===== config.mk =====
export PLATFORM = sky130hd
export DESIGN_NAME = me_frame_scheduler
export DESIGN_NICKNAME = d
export VERILOG_FILES = /design/src/rtl/me_frame_scheduler.sv
export SDC_FILE = /design/constraint.sdc
export NUM_CORES = 1
export LEC_CHECK = 0
export ABC_AREA = 1
export CORE_MARGIN = 1.5
export CORE_UTILIZATION = 49
export CTS_CLUSTER_SIZE = 14
export DETAILED_ROUTE_END_ITERATION = 8
export PLACE_DENSITY_LB_ADDON = 0.2
export SETUP_SLACK_MARGIN = 0.1
export SKIP_LAST_GASP = 1
export SYNTH_ARGS = -nofsm -noshare
export SYNTH_HDL_FRONTEND = slang
export SYNTH_SLANG_ARGS = --single-unit

===== constraint.sdc =====
create_clock -name clk -period 2.05 [get_ports clk]
set_input_delay 0.205 -clock clk [delete_from_list [all_inputs] [get_ports clk]]
set_output_delay 0.205 -clock clk [all_outputs]
set_load 0.005 [all_outputs]

===== src/rtl/me_frame_scheduler.sv =====
// ---------------------------------------------------------------------------
// me_frame_scheduler
//
// Steps the single motion-estimation core through every macroblock of one
// frame in raster order. The sequence for each block is as follows:
//   1. Present the block coordinates.
//   2. Pulse me_trigger.
//   3. Wait for me_done, or give up after TIMEOUT_CYCLES.
//   4. Capture the result and offer it on a valid/ready result port.
// The next block is not issued until the previous result has been taken.
//
// Optional feature macro: ME_STATS_EN
//   When defined, the block adds the per-frame statistics outputs
//   sad_total and zero_mv_cnt.
//
// Ports
//   clk, rst_n        clock (posedge) and asynchronous active-low reset
//   start             begin a frame (only looked at while idle)
//   abort             synchronous abort back to idle, highest priority
//   busy              frame in progress
//   frame_done        one-cycle pulse once the last result is accepted
//   timeout_err       sticky flag: some block timed out this frame
//   me_trigger        one-cycle start pulse to the ME core
//   me_blk_x/_y       coordinates of the block being processed
//   me_done           ME core finished (low while searching)
//   me_distance       best SAD from the core
//   me_vector_x/_y    best motion vector from the core (two's complement)
//   res_valid/ready   result handshake
//   res_data          {timeout, blk_y, blk_x, vec_y, vec_x, distance}
//   sad_total         (ME_STATS_EN) saturating sum of distances
//   zero_mv_cnt       (ME_STATS_EN) count of non-timeout (0,0) vectors
// ---------------------------------------------------------------------------
`timescale 1ns/1ps

module me_frame_scheduler #(
  parameter int MB_COLS        = 4,
  parameter int MB_ROWS        = 4,
  parameter int TIMEOUT_CYCLES = 1024
) (
  input  logic                                          clk,
  input  logic                                          rst_n,
  input  logic                                          start,
  input  logic                                          abort,
  output logic                                          busy,
  output logic                                          frame_done,
  output logic                                          timeout_err,
  output logic                                          me_trigger,
  output logic [$clog2(MB_COLS)-1:0]                    me_blk_x,
  output logic [$clog2(MB_ROWS)-1:0]                    me_blk_y,
  input  logic                                          me_done,
  input  logic [7:0]                                    me_distance,
  input  logic [3:0]                                    me_vector_x,
  input  logic [3:0]                                    me_vector_y,
  output logic                                          res_valid,
  input  logic                                          res_ready,
`ifdef ME_STATS_EN
  output logic [15:0]                                   sad_total,
  output logic [$clog2(MB_COLS)+$clog2(MB_ROWS):0]      zero_mv_cnt,
`endif
  output logic [16+$clog2(MB_COLS)+$clog2(MB_ROWS):0]   res_data
);

  localparam int XW = $clog2(MB_COLS);
  localparam int YW = $clog2(MB_ROWS);
  localparam int RW = 17 + XW + YW;
  localparam int TW = $clog2(TIMEOUT_CYCLES);

  localparam logic [XW-1:0] X_LAST    = XW'(MB_COLS - 1);
  localparam logic [YW-1:0] Y_LAST    = YW'(MB_ROWS - 1);
  localparam logic [TW-1:0] WAIT_LAST = TW'(TIMEOUT_CYCLES - 1);

  typedef enum logic [2:0] {
    ST_IDLE,
    ST_ISSUE,
    ST_WAIT,
    ST_CAPT,
    ST_DRAIN
  } state_t;

  state_t          state_q, state_d;
  logic [XW-1:0]   x_q, x_d;
  logic [YW-1:0]   y_q, y_d;
  logic [TW-1:0]   wait_q, wait_d;
  logic            to_q, to_d;
  logic            busy_q, busy_d;
  logic            frame_done_q, frame_done_d;
  logic            timeout_err_q, timeout_err_d;
  logic            res_valid_q, res_valid_d;
  logic [RW-1:0]   res_data_q, res_data_d;
  logic            handshake;

  assign handshake = res_valid_q & res_ready;

`ifdef ME_STATS_EN
  localparam int ZW = XW + YW + 1;
  logic [15:0]   sad_q, sad_d;
  logic [ZW-1:0] zmv_q, zmv_d;
  logic [7:0]    sad_add;
  logic [16:0]   sad_sum;

  // A timed-out block counts as the worst possible distance.
  assign sad_add = to_q ? 8'hFF : me_distance;
  assign sad_sum = {1'b0, sad_q} + {9'd0, sad_add};
`endif

  // State register.
  always_ff @(posedge clk or negedge rst_n) begin
    if (!rst_n) begin
      state_q       <= ST_IDLE;
      x_q           <= '0;
      y_q           <= '0;
      wait_q        <= '0;
      to_q          <= 1'b0;
      busy_q        <= 1'b0;
      frame_done_q  <= 1'b0;
      timeout_err_q <= 1'b0;
      res_valid_q   <= 1'b0;
      res_data_q    <= '0;
`ifdef ME_STATS_EN
      sad_q         <= '0;
      zmv_q         <= '0;
`endif
    end else begin
      state_q       <= state_d;
      x_q           <= x_d;
      y_q           <= y_d;
      wait_q        <= wait_d;
      to_q          <= to_d;
      busy_q        <= busy_d;
      frame_done_q  <= frame_done_d;
      timeout_err_q <= timeout_err_d;
      res_valid_q   <= res_valid_d;
      res_data_q    <= res_data_d;
`ifdef ME_STATS_EN
      sad_q         <= sad_d;
      zmv_q         <= zmv_d;
`endif
    end
  end

  // Next-state logic.
  always_comb begin
    state_d       = state_q;
    x_d           = x_q;
    y_d           = y_q;
    wait_d        = wait_q;
    to_d          = to_q;
    busy_d        = busy_q;
    frame_done_d  = 1'b0;
    timeout_err_d = timeout_err_q;
    res_valid_d   = res_valid_q;
    res_data_d    = res_data_q;
    me_trigger    = 1'b0;
`ifdef ME_STATS_EN
    sad_d         = sad_q;
    zmv_d         = zmv_q;
`endif

    // Clear first so that a capture in the same cycle still sets res_valid.
    if (handshake) begin
      res_valid_d = 1'b0;
    end

    case (state_q)
      ST_IDLE: begin
        if (start) begin
          x_d           = '0;
          y_d           = '0;
          timeout_err_d = 1'b0;
          busy_d        = 1'b1;
          state_d       = ST_ISSUE;
`ifdef ME_STATS_EN
          sad_d         = '0;
          zmv_d         = '0;
`endif
        end
      end

      // The result register must be free, or be emptied this cycle, before
      // the next block is issued. Otherwise the capture could overwrite an
      // unread result.
      ST_ISSUE: begin
        if (!res_valid_q || handshake) begin
          me_trigger = 1'b1;
          wait_d     = '0;
          to_d       = 1'b0;
          state_d    = ST_WAIT;
        end
      end

      // me_done is ignored in the first wait cycle. The core still shows the
      // previous block's done there.
      ST_WAIT: begin
        if (wait_q != '0 && me_done) begin
          state_d = ST_CAPT;
        end else if (wait_q == WAIT_LAST) begin
          to_d    = 1'b1;
          state_d = ST_CAPT;
        end else begin
          wait_d = wait_q + TW'(1);
        end
      end

      ST_CAPT: begin
        res_valid_d = 1'b1;
        if (to_q) begin
          res_data_d    = {1'b1, y_q, x_q, 4'h0, 4'h0, 8'hFF};
          timeout_err_d = 1'b1;
        end else begin
          res_data_d = {1'b0, y_q, x_q, me_vector_y, me_vector_x, me_distance};
        end
`ifdef ME_STATS_EN
        sad_d = sad_sum[16] ? 16'hFFFF : sad_sum[15:0];
        if (!to_q && me_vector_x == 4'h0 && me_vector_y == 4'h0) begin
          zmv_d = zmv_q + ZW'(1);
        end
`endif
        if (x_q == X_LAST) begin
          x_d = '0;
          y_d = (y_q == Y_LAST) ? '0 : y_q + YW'(1);
        end else begin
          x_d = x_q + XW'(1);
        end
        state_d = (x_q == X_LAST && y_q == Y_LAST) ? ST_DRAIN : ST_ISSUE;
      end

      ST_DRAIN: begin
        if (handshake) begin
          frame_done_d = 1'b1;
          busy_d       = 1'b0;
          state_d      = ST_IDLE;
        end
      end

      default: state_d = ST_IDLE;
    endcase

    // Abort overrides everything, including a trigger or capture this cycle.
    if (abort) begin
      state_d      = ST_IDLE;
      x_d          = '0;
      y_d          = '0;
      wait_d       = '0;
      to_d         = 1'b0;
      busy_d       = 1'b0;
      frame_done_d = 1'b0;
      res_valid_d  = 1'b0;
      me_trigger   = 1'b0;
    end
  end

  assign busy        = busy_q;
  assign frame_done  = frame_done_q;
  assign timeout_err = timeout_err_q;
  assign me_blk_x    = x_q;
  assign me_blk_y    = y_q;
  assign res_valid   = res_valid_q;
  assign res_data    = res_data_q;
`ifdef ME_STATS_EN
  assign sad_total   = sad_q;
  assign zero_mv_cnt = zmv_q;
`endif

endmodule


Word-level counts from Yosys, hierarchy flattened
Index checks and enable logic that the tools add are counted.
{"block": "totals", "reg_bits": 43, "input_bits": 22, "out_inout_bits": 30, "word_cells": 91}
{"block": "op_classes", "addsub": 3, "eq_ne": 17, "muxes": 42, "bitwise": 1, "reduce_logical": 18}
{"cell": "two-way mux 10 bit", "n": 4}
{"cell": "two-way mux 21 bit", "n": 1}
{"cell": "two-way mux 3 bit", "n": 7}
{"cell": "inequality test 3 bit (second input constant)", "n": 7}
{"cell": "one-hot mux 10 bit (2 select lines)", "n": 1}
{"cell": "two-way mux 1 bit", "n": 17}
{"cell": "one-hot mux 3 bit (5 select lines)", "n": 1}
{"cell": "two-way mux 2 bit", "n": 6}
{"cell": "AND reduction 4 bit", "n": 3}
{"cell": "nonzero test 3 bit", "n": 4}
{"cell": "adder 10 x 1 -> 10 bit (second input constant)", "n": 1}
{"cell": "== test 10 bit (second input constant)", "n": 1}
{"cell": "nonzero test 10 bit", "n": 1}
{"cell": "AND reduction 3 bit", "n": 3}
{"cell": "one-hot mux 2 bit (2 select lines)", "n": 2}
{"cell": "== test 3 x 2 -> 1 bit (second input constant)", "n": 2}
{"cell": "one-hot mux 1 bit (2 select lines)", "n": 3}
{"cell": "adder 2 x 1 -> 2 bit (second input constant)", "n": 2}
{"cell": "== test 2 bit (second input constant)", "n": 2}
{"cell": "inequality test 2 bit (second input constant)", "n": 2}
{"cell": "inequality test 4 bit (second input constant)", "n": 1}
{"cell": "== test 3 x 1 -> 1 bit (second input constant)", "n": 1}
{"cell": "== test 3 bit (second input constant)", "n": 1}
{"cell": "logical NOT 3 bit", "n": 1}
{"cell": "6 further kinds", "n": 7}

Longest topological paths before layout
Gate-level depths: netlist of the first run.
{"block": "depth", "depth_word": 5, "mapped_depth": 10, "mapped_depth_nobuf": 10}

Least setup slack after synthesis of the first run
No wires, ideal clock.
{"block": "synth_timing", "kind": "reg2reg", "startpoint": "reg wait_q[0]", "endpoint": "reg wait_q[5]", "setup_time_ps": 116, "arrival_time_ps": 1244, "required_ps": 1934, "slack_ps": 690, "path_stages_with_launch": 10, "path_buffers": 0, "period_less_slack_ps": 1360, "cell_sequence": "dfrtp_1 ha_1 nand2_1 nor2_4 nand3_2 nor2_2 nor2_4 nand3_4 nand2_1 nand2_1"}
{"block": "synth_via", "elab_chain_cells": 5, "elab_cells_between_ends": 11, "classes_between": "1 x add/sub; 3 x eq/ne; 4 x mux; 3 x reduce/logical"}
{"item": "start, declared", "line_no": "83", "rtl": "logic [TW-1:0] wait_q, wait_d;"}
{"item": "start signal, assigned", "line_no": "127", "rtl": "wait_q <= wait_d;"}
{"item": "adder 10 x 1 -> 10 bit", "line_no": "200", "rtl": "wait_d = wait_q + TW'(1);"}
{"item": "two-way mux 10 bit", "line_no": "196", "rtl": "end else if (wait_q == WAIT_LAST) begin"}
{"item": "two-way mux 10 bit", "line_no": "194", "rtl": "if (wait_q != '0 && me_done) begin"}
{"item": "one-hot mux 10 bit (2 select lines)", "line_no": "164", "rtl": "case (state_q)"}
{"item": "two-way mux 10 bit", "line_no": "239", "rtl": "if (abort) begin"}
Parallel ways exist; a longest one is shown, timed or not. The select of a mux whose other input is x is not followed.
A chain may end at the register's enable or synchronous reset.

Worst setup path after layout of the first run
{"block": "layout_timing", "startpoint": "reg state_q[2]", "endpoint": "out me_trigger"}
{"block": "layout_via", "elab_chain_cells": 3}
{"item": "start, declared", "line_no": "80", "rtl": "state_t state_q, state_d;"}
{"item": "start signal, assigned", "line_no": "124", "rtl": "state_q <= state_d;"}
{"item": "== test 3 x 1 -> 1 bit", "line_no": "164"}
{"item": "two-way mux 1 bit", "line_no": "164"}
{"item": "two-way mux 1 bit", "line_no": "239"}
{"item": "end, declared", "line_no": "47", "rtl": "output logic me_trigger,"}
Every way passes these cells.

==> results of run 1 <==
what timing repair did:
item                                   4_1_cts  5_1_grt
hold buffers                                 1        0
resized for setup                            0        3
endpoints found under the hold margin       35        0
setup endpoints to repair                    0        1
worst max-delay path: cells and delay by family (launching register included):
kind | cells | cell delay, ps
buffers and inverters | 2 | 660
DFF | 1 | 420
AOI/OAI and AO/OA | 1 | 160
and+or+nand+nor | 1 | 110
kinds of logic after synthesis:
| family | after synthesis |
|---|---|
| compound gates | 33 |
| xor+xnor | 3 |
| fa+ha+maj | 4 |
| buf+inv | 37 |
| flops | 43 |
| simple gates | 165 |
area by class of cell:
class / count / area, sq um
Multi-Input combinational cell: 205 / 1020
Timing Repair Buffer: 55 / 538
Tap cell: 52 / 65.1
Fill cell: 387 / 1440
Clock buffer: 6 / 72.6
Clock inverter: 2 / 60.1
Inverter: 30 / 115
Sequential cell: 43 / 1080
how the worst max path moves through the flow:
stage / from / endpoint / cells past startpoint
after detailed placement: abort / wait_q[7] / 9
after CTS: state_q[2] / me_trigger / 4
after global routing: state_q[1] / me_trigger / 4
after global placement: res_ready / me_trigger / 4
final: state_q[2] / me_trigger / 4
after floorplan: wait_q[0] / wait_q[5] / 9
routing by layer:
layer,wire (microns),up-vias,global-route usage (%)
met2,2150,62,30.9
met3,282,4,4.99
met5,0,-,0
met4,45,0,4.61
li1,-,1016,-
met1,2340,935,29.7
cells in the final DEF (no fill, tap or decap):
master and count:
o21ai_0 12, buf_4 3, nand3_4 2, nand2_2 3, buf_2 1, dfrtp_2 1, nand3_1 16, o31ai_1 1
a22o_1 1, nor3_1 3, inv_2 8, clkdlybuf4s50_1 50, nor2_2 4, inv_1 20, clkbuf_8 5, nor2_1 21
nor4_1 1, bufinv_16 2, o21ai_1 15, xor2_1 2, xnor2_1 1, inv_4 1, nor2_4 4, clkbuf_1 1
a21oi_1 3, clkinv_1 1, nand2_1 101, dlygate4sd3_1 1, or2_0 1, a211oi_2 1, ha_1 4, dfrtp_1 42
nand4_1 5, nand3_2 4
flip-flops by register name, summed over array words and instances, names as in the netlist:
name         count
state_q          3
me_blk_x         2
to_q             1
wait_q          10
me_blk_y         2
busy             1
timeout_err      1
res_valid        1
res_data        21
frame_done       1
power groups by stage:
| stage | Combinational, W | Sequential (W) | Clock, W |
|---|---|---|---|
| floorplan | 0.000541 | 0.00122 | 0 |
| global placement | 0.00109 | 0.00122 | 0 |
| detailed placement | 0.00111 | 0.00123 | 0 |
| CTS | 0.00112 | 0.00121 | 0.000794 |
| global route | 0.00124 | 0.00125 | 0.000823 |
| finish | 0.00111 | 0.00122 | 0.000781 |
stage by stage:
stage          power [W]  util [%]  setup WS [ps]  instances
3_3_place_gp     0.00231      63.6            389        384
3_5_place_dp     0.00234      63.6            361        384
4_1_cts          0.00312      66.9            125        393
5_1_grt          0.00332      67.2            138        393
2_1_floorplan    0.00177         -            690        285
6_report         0.00311      67.2            204        393
==> summary.txt, run 1 <==
Status
  • Status: finished clean

STA
  • Final total negative setup slack: 0 ps
  • Final period util: 90.1%
  • Slew HR: 64.5%
  • # setup viols final: 0
  • Min Clock Period, post-route: 1850 ps
  • Worst hold slack: 477 ps
  • Max Transition Viols Final: 0
  • Slew @ Worst Pin: 532 ps
  • F_max: 542 MHz
  • Endpoints failing hold: 0
  • Clock skew: 5.13 ps
  • RSZ-0062 raised after global routing: false

Power
  • Clk pwr share: 25.1%
  • Net Switching: 0.000982 W
  • P per Cell Area: 1060 mW/mm^2
  • Sequential share of power: 39.1%
  • Comb power frac: 35.8%
  • Switch share: 31.6%
  • Pint: 0.00213 W
  • Pleak: 1.44 nW
  • Peak supply drop: 0.581 mV

Clocking
  • Root Buffer: clkbuf_8
  • Clock Sinks: 43
  • CTS max path bufs: 2
  • Clock Latency Late Sink: 290 ps
  • H-tree Lvls: 2
  • Num CTS Buffers: 5
  • Worst-path clk slew: 80 ps
  • # Post-CTS Setup Buffers: 0
  • TritonCTS clock tree: yes

Synth
  • Post-synthesis mux area share: 0%
  • Synth area leader: dfrtp_1
  • Post-synth EDFFs: 0
  • Post-synth top area share: 48.1%
  • Post-synthesis cell type count: 30
  • Simple-Gate Fraction of Synth Area: 33.8%
  • Dominant synthesized flop cell: dfrtp_1
  • Synthesized net count: 311
  • Mapped Cells: 285
  • Synth async-reset ratio: 100%
  • Average size of a mapped cell: 7.85 sq um
  • Yosys warning total: 0
  • Most common cell in the netlist: nand2_1
  • Largest cells by area after synthesis: dfrtp_1 48%, nand2_1 17%, nand3_1 3.8%
  • Sequential fraction of the synthesis area: 48.1%
  • XOR/XNOR Fraction of Synth Area: 1.17%
  • Synth top cells by count: 101 x nand2_1, 43 x dfrtp_1, 21 x nor2_1
  • Compound-Gate Fraction of Synth Area: 7.77%
  • Synthesized area: 0.00224 sq mm
  • Post-synthesis adder-cell area fraction: 2.24%
  • Yosys reg bits: 43
  • Largest family of logic cells by synthesized area: simple AND/OR/NAND/NOR gates

GRT
  • GRT Util Overall: 20.3%
  • Vias in the first global route: 1832
  • Initial antenna violation count: 0
  • First-pass GRT wire length: 8150 microns
  • Largest net degree at the start of global routing: 44
  • Final global-route overflow total: 0

Hold path
  • Hold Crit Depth: 3
  • Worst Hold Class: primary input to flop
  • Min-Delay Startpoint: me_vector_y[1]
  • Worst-case hold path end point: res_data[13]

Drt
  • DRC viols: 0
  • Router iterations before antenna repair: 4
  • Final WL: 4820 microns
  • Vias per cell: 5.13
  • Antenna-violating nets left: 0
  • 1st-iter DRT viols: 91
  • Via count: 2017
  • WL per Instance: 12.3 microns

Placed design
  • Post-DP HPWL: 3430 microns
  • RD Place Congestion: 0.840
  • Dpl cell area: 0.00279 sq mm
  • Port Buffers: 51

Die
  • Core Region: 0.00438 sq mm
  • Ports: 52
  • Die Y: 70.6 microns
  • Initial Util: 51.1%
  • Die area: 0.00498 sq mm
  • Die width: 70.6 microns
  • Site Rows: 24

Worst setup path
  • Reg2reg start: state_q[2]
  • FF-to-FF End: me_blk_y[1]
  • Critical path class: flop to primary output
  • Required @ worst endpoint: 1850 ps
  • Worst Path Arrival: 1640 ps
  • Startpoint class of the critical path: flop
  • R2R setup slack: 460 ps
  • Slowest stage cell, crit path: clkdlybuf4s50_1
  • Crit-path cells: inv_2 -> nand3_2 -> a211oi_2 -> clkdlybuf4s50_1
  • Critical Path Fanout Max: 6
  • Crit. End Element: primary output
  • Cell depth of the worst flop-to-flop path: 8
  • Crit path largest cell delay: 520 ps

Finish
  • Design Area, Final: 0.00294 sq mm
  • Antenna Cells: 0
  • Area grow syn2layout: 31.5%
  • Nets: 366
  • Share of cells above drive strength 1: 11.4%

Run
  • Max Cap Viol: 0
(Power assumes the default switching activity.)
==> inputs of run 2 (changes only) <==
--- a/config.mk
+++ b/config.mk
@@ -11,7 +11,7 @@
 export CTS_CLUSTER_SIZE = 14
 export DETAILED_ROUTE_END_ITERATION = 8
 export PLACE_DENSITY_LB_ADDON = 0.2
-export SETUP_SLACK_MARGIN = 0.1
+export SETUP_SLACK_MARGIN = 0.5
 export SKIP_LAST_GASP = 1
 export SYNTH_ARGS = -nofsm -noshare
 export SYNTH_HDL_FRONTEND = slang
==> run 2 against run 1 <==
Via count increased by 2.2%. Sequential power hardly changed. Maximum frequency is 16% higher. Die area stayed put. Cell area grew 5.8%. Non-clock buffer count is 9 higher. Combinational power grew 14%. Register-to-register slack barely moved. Sequential share of layout area shrank 1.9 points. Critical path depth increased by 4. Critical endpoint is now wait_q[2]. Largest cell class is now multi-input gates. Largest power group is now combinational cells. Highest routed layer unchanged.
==> summary.txt, run 2 (synthesized netlist as in run 1, its figures left out) <==
Finish
  • Antenna Cells: 0 (unchanged)
  • Area grow syn2layout: 39.2%
  • Filler cell count: 350 (-9.6%)
  • Share of cells above drive strength 1: 18.2% (+6.8 points)
  • Nets: 376 (+2.7%)
  • Fin util: 71.1% (+3.9 points)
  • Most frequent cells in the layout: 96 x nand2_1, 49 x clkdlybuf4s50_1, 39 x dfrtp_1
  • Max FFs per register: 21 (unchanged)
  • Commonest non-fill, non-tap cell in the layout: nand2_1

STA
  • # setup viols final: 0 (unchanged)
  • Worst hold slack: 478 ps (+0.372 ps)
  • Endpoints failing hold: 0 (unchanged)
  • Clock skew: 6.72 ps (+1.59 ps)
  • Final total negative setup slack: 0 ps (unchanged)
  • Final period util: 77.9% (-12 points)
  • Max Transition Viols Final: 0 (unchanged)
  • Final worst slack: 454 ps (+250 ps)
  • Slew HR: 64.6% (about the same)
  • Min Clock Period, post-route: 1600 ps (-250 ps)
  • F_max: 627 MHz (+16%)
  • Slew @ Worst Pin: 531 ps (-0.522 ps)
  • RSZ-0062 raised after global routing: true

Drt
  • WL per Instance: 13.2 microns (+7.7%)
  • Router iterations before antenna repair: 4 (unchanged)
  • 1st-iter DRT viols: 145 (+59%)
  • DRC viols: 0 (unchanged)
  • Antenna-violating nets left: 0 (unchanged)
  • Final WL: 5330 microns (+10%)
  • Vias per cell: 5.11 (-0.35%)
  • Via count: 2061 (+2.2%)

Worst setup path
  • Crit path buffers/inverters: 3 (+1)
  • Worst Path Arrival: 1780 ps (+140 ps)
  • Family with the most delay on the worst path: simple AND/OR/NAND/NOR gates
  • Slowest stage cell, crit path: dfrtp_1
  • Startpoint class of the critical path: flop
  • Crit-path cells: inv_2 -> buf_4 -> nand3_4 -> nor2_4 -> nand3_4 -> buf_4 -> nand4_1 -> nand2_1
  • Critical path class: flop to flop
  • Crit path largest cell delay: 420 ps (-100 ps)
  • Crit. End Element: flop
  • Critical Path Fanout Max: 6 (unchanged)
  • Required @ worst endpoint: 2230 ps (+380 ps)

GRT
  • GRT Util Overall: 20.9% (+0.67 points)
  • First-pass GRT wire length: 8410 microns (+3.2%)
  • Final global-route overflow total: 0 (unchanged)
  • Largest net degree at the start of global routing: 44 (unchanged)
  • Initial antenna violation count: 0 (unchanged)
  • Vias in the first global route: 1876 (+2.4%)

Run
  • Max Cap Viol: 0 (unchanged)

Die
  • Initial Util: 51.1% (unchanged)
  • Die Y: 70.6 microns (unchanged)
  • Core Region: 0.00438 sq mm (unchanged)
  • Die width: 70.6 microns (unchanged)
  • Die area: 0.00498 sq mm (unchanged)
  • Ports: 52 (unchanged)
  • Site Rows: 24 (unchanged)

Clocking
  • Clock Sinks: 43 (unchanged)
  • TritonCTS clock tree: yes
  • H-tree Lvls: 2 (unchanged)
  • Worst-path clk slew: 80 ps (about the same)
  • Root Buffer: clkbuf_8
  • Num CTS Buffers: 5 (unchanged)
  • CTS max path bufs: 2 (unchanged)
  • Clock Latency Late Sink: 290 ps (about the same)

Power
  • Pleak: 1.50 nW (+4.5%)
  • Peak supply drop: 0.589 mV (+1.3%)
  • Post-layout power: 0.00325 W (+4.4%)
  • P per Cell Area: 1040 mW/mm^2 (-1.3%)

Placed design
  • Port Buffers: 51 (unchanged)
  • RD Place Congestion: 0.840 (unchanged)
  • Post-DP HPWL: 3430 microns (unchanged)
  • Place WS: 361 ps (unchanged)

Hold path
  • Worst Hold Class: primary input to flop

Status
  • Status: finished clean
[run 2: cell count changes in the layout (fill, tap and decap cells not counted), sizes merged]
cell           previous run  this run
buf                       4        13
clkbuf                    6         7
clkdlybuf4s50            50        49
nand3                    22        23
[run 2: repair_timing]
| action | in CTS | in global routing |
|---|---|---|
| hold endpoints to repair | 35 | 0 |
| pin swaps | 0 | 6 |
| gates resized for setup | 4 | 26 |
| endpoints found under the setup margin | 4 | 20 |
| hold buffers | 1 | 0 |
| cloned | 0 | 1 |
| buffers inserted | 4 | 5 |
[run 2: final timing paths]
path | slack, ps | startpoint | endpoint | cells past startpoint
min reg2reg | 480 | res_data[20] | res_data[20] | 2
max reg2reg | 450 | state_q[2] | wait_q[2] | 8
min | 480 | me_vector_y[1] | res_data[13] | 3
max | 450 | state_q[2] | wait_q[2] | 8
min in group asynchronous | 500 | rst_n | res_data[6] | 3
max in group asynchronous | 1140 | rst_n | wait_q[1] | 3
[run 2: layer usage]
metal / track usage [%] / vias up / routed length [microns]
met2: 32.5 / 58 / 2540
met4: 5.03 / 0 / 17
li1: - / 1042 / -
met3: 4.99 / 2 / 284
met1: 30.1 / 959 / 2490
met5: 0 / - / 0
[run 2: layout make-up]
class | count | area (sq um) | share of cell area [%]
clock buffers | 6 | 72.6 | 2.33
clock inverters | 2 | 60.1 | 1.93
inverters | 30 | 118 | 3.78
multi-input cells | 206 | 1120 | 35.9
flip-flops and latches | 43 | 1080 | 34.7
well taps | 52 | 65.1 | 2.09
repair buffers | 64 | 601 | 19.3
[run 2: stage by stage]
| step | instances | instance area, sq um |
|---|---|---|
| finish | 403 | 3120 |
| CTS | 397 | 2970 |
| global placement | 384 | 2790 |
| global route | 403 | 3120 |
| detailed placement | 384 | 2790 |
| floorplan | 285 | 2240 |
[run 2: worst min-delay path: stages]
cell and delay (ps):
clkdlybuf4s50_1 400, nand2_1 60, o21ai_1 60
[run 2: where the power goes]
part	internal (W)	leakage [nW]	switching, W
combinational	0.000639	0.877	0.000618
clock	0.000487	0.0654	0.000287
sequential	0.00107	0.561	0.000148
total	0.00220	1.50	0.00105
==> inputs of run 3 (changes only) <==
==> constraint.sdc (replaced) <==
create_clock -name clk -period 1.6 [get_ports clk]
set_input_delay 0.16 -clock clk [delete_from_list [all_inputs] [get_ports clk]]
set_output_delay 0.16 -clock clk [all_outputs]
set_load 0.005 [all_outputs]
==> run 3 against run 2 <==
Count of clock-buffer cells in the layout unchanged. Final cell count up 10%. Critical path depth grew 1. Total power rose by 60%. Setup slack got worse by 400 ps. Critical path type unchanged. Critical endpoint is now wait_q[0]. Largest power group unchanged. Highest routed layer unchanged.
==> summary.txt, run 3 (synthesized netlist as in run 1, its figures left out) <==
Worst setup path
  • Slowest stage cell, crit path: dfrtp_1
  • Required @ worst endpoint: 1800 ps (-430 ps)
  • Critical Path Fanout Max: 5 (-1)
  • Worst Path Arrival: 1750 ps (-30 ps)
  • Crit-path cells: inv_2 -> buf_6 -> nand3_4 -> nand2_2 -> nor2_4 -> nor2_4 -> nand3_4 -> nand2_1 -> nand2_1
  • Crit. End Element: flop
  • Crit path largest cell delay: 420 ps (about the same)
  • Crit path buffers/inverters: 2 (-1)
  • Startpoint class of the critical path: flop
  • Family with the most delay on the worst path: simple AND/OR/NAND/NOR gates
  • Critical path class: flop to flop

Die
  • Die width: 70.6 microns (unchanged)
  • Ports: 52 (unchanged)
  • Die Y: 70.6 microns (unchanged)
  • Site Rows: 24 (unchanged)
  • Die area: 0.00498 sq mm (unchanged)
  • Initial Util: 51.1% (unchanged)
  • Core Region: 0.00438 sq mm (unchanged)

STA
  • F_max: 646 MHz (+3.1%)
  • RSZ-0062 raised after global routing: true
  • Slew HR: 63.1% (-1.5 points)
  • Final worst slack: 52.4 ps (-402 ps)
  • Slew @ Worst Pin: 554 ps (+22.7 ps)
  • Worst hold slack: 441 ps (-36.7 ps)
  • Min Clock Period, post-route: 1550 ps (-48.4 ps)
  • Max Transition Viols Final: 0 (unchanged)
  • Final period util: 96.7% (+19 points)
  • # setup viols final: 0 (unchanged)
  • Endpoints failing hold: 0 (unchanged)
  • Clock skew: 5.30 ps (-1.42 ps)

Power
  • P per Cell Area: 1330 mW/mm^2 (+28%)
  • Peak supply drop: 0.878 mV (+49%)
  • Pleak: 1.86 nW (+24%)

GRT
  • Largest net degree at the start of global routing: 44 (unchanged)
  • Initial antenna violation count: 0 (unchanged)
  • First-pass GRT wire length: 10500 microns (+24%)
  • GRT Util Overall: 26.9% (+6.0 points)
  • Final global-route overflow total: 0 (unchanged)
  • Vias in the first global route: 2202 (+17%)

Drt
  • Via count: 2569 (+25%)
  • Router iterations before antenna repair: 5 (+1)
  • Antenna-violating nets left: 0 (unchanged)
  • WL per Instance: 20.7 microns (+56%)
  • 1st-iter DRT viols: 223 (+54%)
  • DRC viols: 0 (unchanged)
  • Final WL: 9190 microns (+72%)
  • Vias per cell: 5.77 (+13%)

Hold path
  • Worst Hold Class: primary input to flop

Finish
  • Fin util: 88.7% (+18 points)
  • Storage element area: 0.00108 sq mm (unchanged)
  • Most frequent cells in the layout: 66 x nand2_1, 39 x dfrtp_1, 36 x buf_4
  • Fin cells: 445 (+10%)
  • Commonest non-fill, non-tap cell in the layout: nand2_1
  • Filler cell count: 167 (-52%)
  • Max FFs per register: 21 (unchanged)
  • Area occupied by multi-input gates: 0.00146 sq mm (+30%)
  • Nets: 418 (+11%)
  • Area grow syn2layout: 73.7%
  • Share of cells above drive strength 1: 42.5% (+24 points)
  • Antenna Cells: 0 (unchanged)

Placed design
  • Placed Instances: 387 (+0.78%)
  • Post-DP HPWL: 3370 microns (-1.6%)
  • Place WS: 19.8 ps (-341 ps)
  • RD Place Congestion: 0.889 (+5.9%)
  • Port Buffers: 51 (unchanged)

Clocking
  • Num CTS Buffers: 5 (unchanged)
  • Clock Latency Late Sink: 300 ps (about the same)
  • Root Buffer: clkbuf_8
  • CTS max path bufs: 2 (unchanged)
  • Worst-path clk slew: 80 ps (about the same)
  • Clock Sinks: 43 (unchanged)
  • TritonCTS clock tree: yes
  • H-tree Lvls: 2 (unchanged)

Status
  • Status: finished clean

Run
  • Max Cap Viol: 0 (unchanged)
-- run 3: changes by cell type in the layout (fill, tap and decap cells not counted), moves of 14 or more --
| cell | change |
|---|---|
| nand2_1 | -30 |
| clkdlybuf4s15_1 | +25 |
| buf_4 | +24 |
| nand2_4 | +19 |
| o21ai_2 | +14 |
| clkdlybuf4s50_1 | -29 |
-- run 3: layout make-up --
cell class                 count  share of cell area, %
timing repair buffer         106                   27.7
inverter                      30                   3.15
tap                           52                   1.67
clock buffer                   6                   1.87
multi-input combinational    206                   37.5
clock inverter                 2                  0.322
sequential                    43                   27.8
-- run 3: final timing paths --
| path | start | end | slack (ps) | depth (start not counted) |
|---|---|---|---|---|
| hold / removal | me_vector_x[3] | res_data[11] | 440 | 3 |
| hold reg to reg | busy | busy | 530 | 2 |
| setup / recovery | state_q[2] | wait_q[0] | 50 | 9 |
| max in group asynchronous | rst_n | wait_q[1] | 720 | 3 |
| setup reg to reg | state_q[2] | wait_q[0] | 50 | 9 |
| min in group asynchronous | rst_n | res_data[4] | 470 | 3 |
-- run 3: through the flow --
step                power, W  instance area (sq um)  TNS [ps]
floorplan            0.00231                   2290         0
global placement     0.00302                   2850         0
detailed placement   0.00305                   2850         0
CTS                  0.00421                   3440         0
global route         0.00540                   3890     -1.69
finish               0.00519                   3890         0
-- run 3: what timing repair did --
item	4_1_cts	5_1_grt
gates cloned	6	1
hold buffers	1	0
endpoints found under the hold margin	43	0
resized for setup	119	86
endpoints found under the setup margin	69	58
pin swaps	19	14
setup buffers	24	18
-- run 3: worst reg2reg max path, cell delays in order, from the launching register on --
cell and delay [ps]:
dfrtp_1 420, inv_2 80, buf_6 120, nand3_4 110
nand2_2 130, nor2_4 60, nor2_4 210, nand3_4 160
nand2_1 90, nand2_1 50
-- run 3: power breakdown --
group,internal (W),total (W),leakage (nW),switching (W)
combinational,0.00142,0.00286,1.26,0.00145
sequential,0.00137,0.00162,0.561,0.000252
clock,0.000305,0.000698,0.0412,0.000393
total,0.00310,0.00519,1.86,0.00209
-- run 3: layer usage --
metal | wire (microns) | vias to the layer above | track usage, %
met3 | 675 | 35 | 3.70
met2 | 4790 | 160 | 44.5
met4 | 362 | 0 | 12.2
met5 | 0 | - | 0
met1 | 3370 | 1245 | 35.6
li1 | - | 1129 | -
